$ cat config.mk
export PLATFORM = sky130hd
export DESIGN_NAME = fact_seq_flat
export DESIGN_NICKNAME = d
export VERILOG_FILES = /design/src/rtl/fact_seq_if.sv /design/src/rtl/fact_seq.sv /design/src/flat_wrapper.sv
export SDC_FILE = /design/constraint.sdc
export NUM_CORES = 1
export LEC_CHECK = 0
export ABC_AREA = 1
export CAP_MARGIN = 10
export CELL_PAD_IN_SITES_DETAIL_PLACEMENT = 0
export CELL_PAD_IN_SITES_GLOBAL_PLACEMENT = 1
export CORE_ASPECT_RATIO = 0.9
export CORE_UTILIZATION = 36
export CTS_BUF_LIST = sky130_fd_sc_hd__clkbuf_8
export CTS_CLUSTER_DIAMETER = 120
export DETAILED_ROUTE_END_ITERATION = 12
export MAX_ROUTING_LAYER = met4
export PLACE_DENSITY_LB_ADDON = 0.2
export SLEW_MARGIN = 20
export SYNTH_ARGS = -nofsm -noshare
export SYNTH_HDL_FRONTEND = slang
export SYNTH_SLANG_ARGS = --single-unit
$ cat constraint.sdc
create_clock -name clk -period 13.3 [get_ports clk]
set_input_delay 1.995 -clock clk [delete_from_list [all_inputs] [get_ports clk]]
set_output_delay 1.995 -clock clk [all_outputs]
set_load 0.01 [all_outputs]
$ cat src/rtl/fact_seq_if.sv
// fact_seq_if: request/response bundle between a controller and the factorial engine.
// The controller drives the operand and start strobe; the engine returns status and result.
interface fact_seq_if #(
  parameter int WIDTH   = 32,
  parameter int N_WIDTH = 8
);
  logic               start;
  logic [N_WIDTH-1:0] number;
  logic               busy;
  logic               done;
  logic [WIDTH-1:0]   fact;
  logic               overflow;

  modport master (
    output start, number,
    input  busy, done, fact, overflow
  );

  modport slave (
    input  start, number,
    output busy, done, fact, overflow
  );
endinterface

$ cat src/rtl/fact_seq.sv
// fact_seq: sequential factorial engine, one multiply per clock.
// A request is accepted only in IDLE. The result and overflow flag are held until the
// next completion. The overflow flag is sticky across one computation and is cleared
// when the next request is accepted.
module fact_seq #(
  parameter int WIDTH   = 32,
  parameter int N_WIDTH = 8
) (
  input logic        clk,
  input logic        reset,
  fact_seq_if.slave  bus
);

  typedef enum logic [0:0] {
    IDLE = 1'b0,
    CALC = 1'b1
  } state_t;

  localparam int PW = WIDTH + N_WIDTH;

  localparam logic [WIDTH-1:0]   ACC_ONE = {{(WIDTH-1){1'b0}}, 1'b1};
  localparam logic [N_WIDTH-1:0] CNT_ONE = {{(N_WIDTH-1){1'b0}}, 1'b1};

  state_t             state;
  logic [WIDTH-1:0]   acc;
  logic [N_WIDTH-1:0] cnt;
  logic               ovf;
  logic [PW-1:0]      prod;
  logic               prod_hi_nz;

  // Full-width unsigned product of the running value and the current multiplier.
  always_comb begin
    prod       = {{N_WIDTH{1'b0}}, acc} * {{WIDTH{1'b0}}, cnt};
    prod_hi_nz = (prod[PW-1:WIDTH] != {N_WIDTH{1'b0}});
  end

  // Control FSM with datapath registers and registered outputs.
  always_ff @(posedge clk) begin
    if (reset) begin
      state        <= IDLE;
      acc          <= ACC_ONE;
      cnt          <= {N_WIDTH{1'b0}};
      ovf          <= 1'b0;
      bus.busy     <= 1'b0;
      bus.done     <= 1'b0;
      bus.fact     <= {WIDTH{1'b0}};
      bus.overflow <= 1'b0;
    end else begin
      bus.done <= 1'b0;
      case (state)
        IDLE: begin
          if (bus.start) begin
            cnt          <= bus.number;
            acc          <= ACC_ONE;
            ovf          <= 1'b0;
            bus.overflow <= 1'b0;
            bus.busy     <= 1'b1;
            state        <= CALC;
          end
        end
        CALC: begin
          if (cnt > CNT_ONE) begin
            // Count down towards 1 so that cnt never wraps below 1.
            acc <= prod[WIDTH-1:0];
            ovf <= ovf | prod_hi_nz;
            cnt <= cnt - CNT_ONE;
          end else begin
            bus.fact     <= acc;
            bus.overflow <= ovf;
            bus.done     <= 1'b1;
            bus.busy     <= 1'b0;
            state        <= IDLE;
          end
        end
        default: begin
          state    <= IDLE;
          bus.busy <= 1'b0;
        end
      endcase
    end
  end

endmodule

$ cat src/flat_wrapper.sv
// flat-port wrapper written by rule: the top's interface ports become plain ports
module fact_seq_flat 
#(
  parameter int WIDTH   = 32,
  parameter int N_WIDTH = 8
)
  (clk, reset, bus_start, bus_number, bus_busy, bus_done, bus_fact, bus_overflow);
  fact_seq_if #(.WIDTH(WIDTH), .N_WIDTH(N_WIDTH)) bus_i ();
  input logic clk;
  input logic reset;
  input wire logic [$bits(bus_i.start)-1:0] bus_start;
  input wire logic [$bits(bus_i.number)-1:0] bus_number;
  output wire logic [$bits(bus_i.busy)-1:0] bus_busy;
  output wire logic [$bits(bus_i.done)-1:0] bus_done;
  output wire logic [$bits(bus_i.fact)-1:0] bus_fact;
  output wire logic [$bits(bus_i.overflow)-1:0] bus_overflow;
  assign bus_i.start = bus_start;
  assign bus_i.number = bus_number;
  assign bus_busy = bus_i.busy;
  assign bus_done = bus_i.done;
  assign bus_fact = bus_i.fact;
  assign bus_overflow = bus_i.overflow;
  fact_seq #(.WIDTH(WIDTH), .N_WIDTH(N_WIDTH)) u_core (.clk(clk), .reset(reset), .bus(bus_i));
endmodule
# Word level (Yosys, flattened, before mapping)
# Index checks and enable logic that the tools add are counted.
# Widths: inputs -> output; s select.
# totals
register_bits	77
input_bits	11
out_inout_bits	35
wordCells	40
# op_classes
addsub	1
mul	1
magnitude_cmp	1
eq_ne	3
muxes	18
n_bitwise	3
reduce_logical	5
# op_table
cell	count
$mux 32	2
$pmux 32 s2	1
$mul 32x8->40	1
$mux 8	2
$pmux 8 s2	1
$gt 8x1->1 const B	1
$mux 1	8
$pmux 1 s2	4
$reduce_bool 8->1	1
$sub 8x1->8 const B	1
$ne 2x2->1 const B	3
$reduce_and 2->1	3
$not 1->1	2
$reduce_or 2->1	1
$or 1x1->1	1

# Logic depth before layout (Yosys ltp)
# Gate-level depths: netlist (run 1).
# depth
ltp_word	5
mapped_depth	31
ltp_nobuf	29

# Worst setup path after synthesis (run 1)
# OpenSTA, ideal clock, no wires.
# synth_timing
kind	register to register
start	register u_core.cnt[2]
end	register u_core.ovf
setup_time_ns	0.112
arrival_ns	4.267
required_time_ns	13.188
slack_ns	8.921
path_stages_with_launch	27
path_buffers	2
synth_period_minus_slack_ns	4.379
cell_sequence	dfxtp_1 > buf_2 > clkbuf_1 > nand2_1 > fa_1 > fa_1 > inv_1 > fa_1 > inv_1 > fa_1 > inv_1 > ha_1 > nand2_2 > nor2_2 > nand2_1 > nand3_2 > nand3_1 > nand2_2 > nand2_1 > nand3_1 > nand2_1 > nor2_2 > nand2_1 > nor2_1 > nand2_1 > nand2_1 > nand2_1
# synth_via
elab_chain_cells	5
word_cells_on_any_way	8
classes_between	mul: 1; order compare: 1; eq/ne: 1; mux: 2; bitwise: 1; reduce/logical: 2
# synth_lines
item	line	source
start: declaration	fact_seq.sv:26	logic [N_WIDTH-1:0] cnt;
start signal: assignment	fact_seq.sv:42	cnt <= {N_WIDTH{1'b0}};
start signal: assignment	fact_seq.sv:53	cnt <= bus.number;
start signal: assignment	fact_seq.sv:66	cnt <= cnt - CNT_ONE;
$mul 32x8->40	fact_seq.sv:33	prod = {{N_WIDTH{1'b0}}, acc} * {{WIDTH{1'b0}}, cnt};
$reduce_bool 8->1	fact_seq.sv:34	prod_hi_nz = (prod[PW-1:WIDTH] != {N_WIDTH{1'b0}});
$or 1x1->1	fact_seq.sv:65	ovf <= ovf | prod_hi_nz;
$mux 1	fact_seq.sv:62	if (cnt > CNT_ONE) begin
$pmux 1 s2	fact_seq.sv:50	case (state)
end signal: assignment	fact_seq.sv:65	
end: declaration	fact_seq.sv:27	logic ovf;
# Several ways; a longest one is shown, not always the timed one. The select of a mux whose other input is x is not followed.
# A chain may end at the register's enable or synchronous reset.

# Worst setup path after layout (run 1)
# layout_timing
start	register u_core.cnt[4]
end	register u_core.acc[30]
# layout_via
elab_chain_cells	3
word_cells_on_any_way	6
classes_between	mul: 1; order compare: 1; eq/ne: 1; mux: 2; reduce/logical: 1
# layout_lines
item	line	source
$mul 32x8->40 / $gt 8x1->1 (equally long branches)	fact_seq.sv:33, fact_seq.sv:62	
$mux 32 / $ne 2x2->1 (equally long branches)	-	
$pmux 32 s2 / $reduce_and 2->1 (equally long branches)	-	
end signal: assignment	fact_seq.sv:64	acc <= prod[WIDTH-1:0];
end: declaration	fact_seq.sv:25	logic [WIDTH-1:0] acc;
# Several ways; a longest one is shown, not always the timed one. The select of a mux whose other input is x is not followed.

==> reports/results.txt, run 1 <==
Die ar.: 33700 um^2
First-pass GRT wire length: 58600 um
Status: complete, but fails checks
Nature of the critical path startpoint: flop
Pwr Density: 45.7 nW/um^2
Cells after synthesis: 1736
Failing checks: design-rule violations
Worst EP required: 13580 ps
Number of global-route vias before repair: 10300
Synth Flop Type: dfxtp_1
Vias per inst: 4.77
Hold_ws: 472 ps
Worst hold stages: 2
Grt peak-use layer: met1
Post-CTS repair timing setup buffer count: 0
Routed via count: 10200
Clk_lat worst skew: 390 ps
Grt met2 use: 0.338
Max VDD drop: 0.0000349 V
Grt met1 use: 0.346
CP max-delay cell: dfxtp_2
Hold_sp: u_core.bus.fact[18]$_SDFFE_PP0P_
Buffers & Inverters on Critical Path: 3
Final WL: 36200 um
Share of the synthesized area in the top cell type: 0.304
Initial DRC Count: 793
Drc violations: 2
Area post-placement: 12600 um^2
Post-cts hold buffer count: 0
Avg Cell Area, Syn: 6.84 um^2
Tmin final: 5100 ps
First drt pass iteration count: 11
Num CTS Buffers: 9
Die H: 174 um
Seq cells post-synth: 77
Max Slew Vio Count: 0
Max Root-Sink Buffers: 2
Pin count of the biggest net entering global routing: 37
Highest Clock Rate: 196 MHz
H-tree Lvls: 3
Diode count: 0
Worst r2r src: u_core.cnt[4]$_SDFFE_PP0P_
Synth async-reset ratio: 0
Total stage count of the critical path: 20
Avg WL per Cell: 16.9 um
Hold crit path type: reg2reg
Root buffer cell: clkbuf_8
Area of the mapped netlist: 11900 um^2
Cell-by-cell trace of the critical path: nand2_1 > fa_1 > fa_1 > inv_1 > fa_1 > inv_1 > fa_1 > inv_1 > ha_1 > nand2_1 > nor2_2 > nand3_2 > nand2_2 > a21oi_1 > o21ai_2 > nand2_1 > nand3_1 > a21oi_1 > o21ai_1 > o21ai_0
Setup crit end kind: flop
Unique cell type count in the Yosys netlist: 44
DP HPWL: 28300 um
R2R setup slack: 8200 ps
GR Util met3: 0.0204
Area leader, netlist: fa_1
Initial antenna violation count: 0
Crit path launch: u_core.cnt[4]$_SDFFE_PP0P_
IO buf count: 45
Post-synth EDFFs: 0
Design area: 12700 um^2
Reg clk slew, reported paths: 100 ps
Crit-path leading delay family: adder cells
Most used cell, CP: fa_1
CTS Sinks: 77
Core area: 32200 um^2
Total negative slack: 0 ps
Crit path kind: reg2reg
Net count, final: 1972
Clock Skew: 9.17 ps
Final-report setup violation count: 0
P_leak: 7.92 nW
Row cnt: 62
Ports: 46
Slew headroom: 0.384
Register area share after synthesis: 0.130
Die X-Extent: 193 um
Crit share post-route: 0.383
Final ANT Viol Nets: 0
Crit-path max cell delay: 940 ps
Number of synthesis warnings: 0
CTS tree: done
Area grow syn2layout: 7.23%
Initial core utilization: 0.369
Share of cells above drive strength 1: 0.0429
Final Hold Fails: 0
Worst Tran Pin Value: 924 ps
RSZ-0062 raised after global routing: false
# Max-Cap Violations: 0
R2R depth: 20
GRT Total Usage: 0.234
GRT overflow: 0
Syn_nets: 1989
Post-CTS sizing: 0
Top cells by area, synth: fa_1 (30%), inv_1 (16%), nand2_1 (15%)
Critical Path Fanout Max: 35
Final estimated routing congestion in global placement: 0.870
Worst EP arrival: 5380 ps
[worst register-to-register path, delay by kind of cell, from the launching register on]
| family | cells | cell delay (ps) |
|---|---|---|
| flops | 1 | 940 |
| compound gates | 5 | 650 |
| buf+inv | 3 | 140 |
| simple gates | 7 | 940 |
| fa+ha+maj | 5 | 2350 |
[power by group]
part | internal [mW] | total (mW) | switching (mW)
Combinational | 0.0372 | 0.145 | 0.108
Sequential | 0.237 | 0.258 | 0.0213
Clock | 0.0675 | 0.179 | 0.111
Total | 0.342 | 0.582 | 0.240
[area by class of cell]
cell class                 count  area [um^2]
sequential                    77         1540
inverter                     506         1900
tap                          416          520
clock buffer                   9          124
timing repair buffer          53          510
clock inverter                 7         43.8
multi-input combinational   1072         8090
fill                        3480        19500
[flip-flops by register name, indices dropped and copies added, names as in the netlist]
signal / cells
u_core.ovf: 1
u_core.cnt: 8
u_core.bus.fact: 32
u_core.state: 1
u_core.bus.busy: 1
u_core.acc: 32
u_core.bus.done: 1
u_core.bus.overflow: 1
[metrics by stage]
step | setup WS [ps] | total power [mW] | std cells | utilization
after CTS | 8220 | 0.588 | 2140 | 0.395
after floorplan | 8920 | 0.349 | 1736 | -
after global routing | 7900 | 0.612 | 2140 | 0.395
after global placement | 8240 | 0.407 | 2124 | 0.390
after detailed placement | 8230 | 0.408 | 2124 | 0.390
final | 8200 | 0.582 | 2140 | 0.395
[cell families (layout without fill, tap and decap cells)]
| group | count (synthesis) | count (layout) | share of synthesized area |
|---|---|---|---|
| buf+inv | 587 | 575 | 0.189 |
| fa+ha+maj | 242 | 242 | 0.369 |
| simple gates | 661 | 661 | 0.229 |
| xor+xnor | 5 | 5 | 0.00369 |
| flops | 77 | 77 | 0.130 |
| compound gates | 164 | 164 | 0.0797 |
[final timing paths]
check / to
max reg2reg: u_core.acc[30]$_SDFFE_PP0P_
min: u_core.bus.fact[18]$_SDFFE_PP0P_
min reg2reg: u_core.bus.fact[18]$_SDFFE_PP0P_
max: u_core.acc[30]$_SDFFE_PP0P_
[synth_stat cells (19+ instances only)]
master and count:
nand3_1 53, a21oi_1 53, o21ai_1 25, nand2_2 19, fa_1 180, inv_1 498, nor2_1 65, ha_1 62
o21ai_0 39, dfxtp_1 77, clkbuf_1 60, nand2_1 487
[placed cells by master, fill, tap and decap left out, types with 3 or more instances in the layout]
| cell type | synthesis | routed |
|---|---|---|
| nand2_1 | 487 | 487 |
| dfxtp_1 | 77 | 75 |
| a21boi_0 | 3 | 3 |
| inv_2 | 8 | 8 |
| nand2_2 | 19 | 19 |
| nand3_2 | 5 | 5 |
| fa_1 | 180 | 180 |
| o21ai_0 | 39 | 39 |
| nand4_1 | 5 | 5 |
| nor2_1 | 65 | 65 |
| buf_4 | 1 | 8 |
| clkbuf_8 | 0 | 9 |
| o21ai_1 | 25 | 25 |
| nand3_1 | 53 | 53 |
| xnor2_1 | 3 | 3 |
| clkdlybuf4s50_1 | 0 | 45 |
| a31oi_1 | 7 | 7 |
| o21bai_1 | 8 | 8 |
| a21oi_1 | 53 | 53 |
| nor3_1 | 4 | 4 |
| ha_1 | 62 | 62 |
| o22ai_1 | 11 | 11 |
| a32o_1 | 4 | 4 |
| and2_1 | 3 | 3 |
| nor2_2 | 11 | 11 |
| o32ai_1 | 5 | 5 |
| inv_1 | 498 | 500 |
[metal layers]
layer	vias up	wire (um)
met2	247	15200
met5	-	0
met4	0	894
met1	4956	18300
met3	46	1810
li1	4964	-
No activity file was read; power rests on OpenSTA's default activity.
==> run 2: changes to the inputs <==
==> constraint.sdc (replaced) <==
create_clock -name clk -period 4.8 [get_ports clk]
set_input_delay 0.72 -clock clk [delete_from_list [all_inputs] [get_ports clk]]
set_output_delay 0.72 -clock clk [all_outputs]
set_load 0.01 [all_outputs]
==> reports/results.txt, run 2 (synthesis results as in run 1) <==
Worst EP required: 5110 ps
Final-report setup violation count: 0
Crit share post-route: 0.956
Share of cells above drive strength 1: 0.131
Num CTS Buffers: 9
Ports: 46
Hold_ws: 476 ps
DP HPWL: 30800 um
Max Slew Vio Count: 0
Die H: 174 um
Area grow syn2layout: 17.3%
Worst Tran Pin Value: 1040 ps
Core area: 32200 um^2
Commonest cells after routing, fill and taps aside: inv_1 (496), nand2_1 (478), fa_1 (179)
Overall power: 1.90 mW
CTS tree: done
Total negative slack: 0 ps
Net count, final: 2039
Final Hold Fails: 0
Max Root-Sink Buffers: 2
Highest Clock Rate: 218 MHz
Number of global-route vias before repair: 10500
Most common cell after layout, fill and taps aside: inv_1
Final core occ: 0.433
Crit path kind: reg2reg
First drt pass iteration count: 11
H-tree Lvls: 3
Routed via count: 10400
Final estimated routing congestion in global placement: 0.886
Biggest regs: u_core.acc x32, u_core.bus.fact x32, u_core.cnt x8
GRT overflow: 0
Pwr Density: 137 nW/um^2
Initial core utilization: 0.369
Die X-Extent: 193 um
Worst EP arrival: 4900 ps
Slew headroom: 0.303
Nature of the critical path startpoint: flop
Post-cts hold buffer count: 0
Status: complete, but fails checks
Diode count: 0
Row cnt: 62
Setup crit end kind: flop
Initial antenna violation count: 0
Final ANT Viol Nets: 0
Hold crit path type: reg2reg
Critical Path Fanout Max: 17
Failing checks: design-rule violations
First-pass GRT wire length: 62000 um
P_leak: 8.32 nW
Die ar.: 33700 um^2
Tmin final: 4590 ps
Final WL: 38600 um
Max VDD drop: 0.000141 V
Vias per inst: 4.71
CTS Sinks: 77
Initial DRC Count: 929
Avg WL per Cell: 17.5 um
Pin count of the biggest net entering global routing: 36
Drc violations: 2
Clk_lat worst skew: 400 ps
Clock Skew: 19.6 ps
# Max-Cap Violations: 0
Reg clk slew, reported paths: 110 ps
IO buf count: 45
GRT Total Usage: 0.249
Root buffer cell: clkbuf_8
-- run 2: cell types whose count changed in the layout (fill, tap and decap cells not counted), sizes merged --
cell,delta
buf,+65
bufbuf,+1
bufinv,+3
clkbuf,+2
clkinv,-2
inv,-2
-- run 2: area by class of cell --
class | instances | area [um^2]
clock buffer | 10 | 138
clock inverter | 6 | 119
fill | 3385 | 18300
inverter | 506 | 1900
multi-input combinational | 1072 | 8470
sequential | 77 | 1580
tap | 416 | 520
timing repair buffer | 120 | 1200
-- run 2: per-layer routing --
metal / part of all wire / vias up / global-route usage / wire [um]
met4: 0.0097 / 0 / 0.0427 / 376
met3: 0.057 / 19 / 0.0330 / 2200
met5: 0 / - / - / 0
li1: - / 5107 / - / -
met1: 0.52 / 5023 / 0.382 / 20300
met2: 0.41 / 256 / 0.347 / 15800
-- run 2: through the flow --
stage          instances  cell area, um^2  setup slack (ps)
2_1_floorplan       1736            11900               421
3_3_place_gp        2187            13200             -22.9
3_5_place_dp        2187            13200             -56.7
4_1_cts             2204            13500              56.4
5_1_grt             2207            13900             -9.53
6_report            2207            13900               210
-- run 2: worst max-delay path: stages, from the launching register on --
cell and delay, ps:
dfxtp_4 380, bufbuf_16 300, nand2_1 70, inv_1 50, fa_1 510, inv_1 60, fa_1 560, fa_1 430
fa_1 510, inv_1 50, ha_2 380, nand2_2 90, inv_1 120, nand2_1 100, o21ai_0 260, nor2_1 100
nand3_1 90, nand2_1 60, nor2_2 90, nand2_1 50, nor2_1 80, nand2_1 50, nand2_1 50, nand2_1 40
-- run 2: timing repair --
action                     CTS  global route
gates resized for setup      6           106
pin swaps                    0            17
setup endpoints to repair    1            11
cloned                       1             1
setup buffers                0             2
-- run 2: final timing paths --
kind / from / end / slack (ps) / depth (start not counted)
worst min-delay path: u_core.bus.fact[17]$_SDFFE_PP0P_ / u_core.bus.fact[17]$_SDFFE_PP0P_ / 480 / 2
worst min register to register: u_core.bus.fact[17]$_SDFFE_PP0P_ / u_core.bus.fact[17]$_SDFFE_PP0P_ / 480 / 2
worst max register to register: u_core.cnt[3]$_SDFFE_PP0P_ / u_core.ovf$_SDFFE_PP0P_ / 210 / 23
worst max-delay path: u_core.cnt[3]$_SDFFE_PP0P_ / u_core.ovf$_SDFFE_PP0P_ / 210 / 23
-- run 2: report_power, final --
part           total, mW  leakage [nW]  switching [mW]  internal, mW
Combinational      0.530          7.56           0.346         0.184
Clock              0.686         0.129           0.320         0.366
Sequential         0.686         0.635          0.0267         0.659
Total               1.90          8.32           0.693          1.21
==> run 3: changes to the inputs <==
--- a/config.mk
+++ b/config.mk
@@ -16,7 +16,6 @@
 export DETAILED_ROUTE_END_ITERATION = 12
 export MAX_ROUTING_LAYER = met4
 export PLACE_DENSITY_LB_ADDON = 0.2
-export SLEW_MARGIN = 20
 export SYNTH_ARGS = -nofsm -noshare
 export SYNTH_HDL_FRONTEND = slang
 export SYNTH_SLANG_ARGS = --single-unit
==> results of run 3 <==
The final DEF is identical to that of run 2; final timing and power are the same.
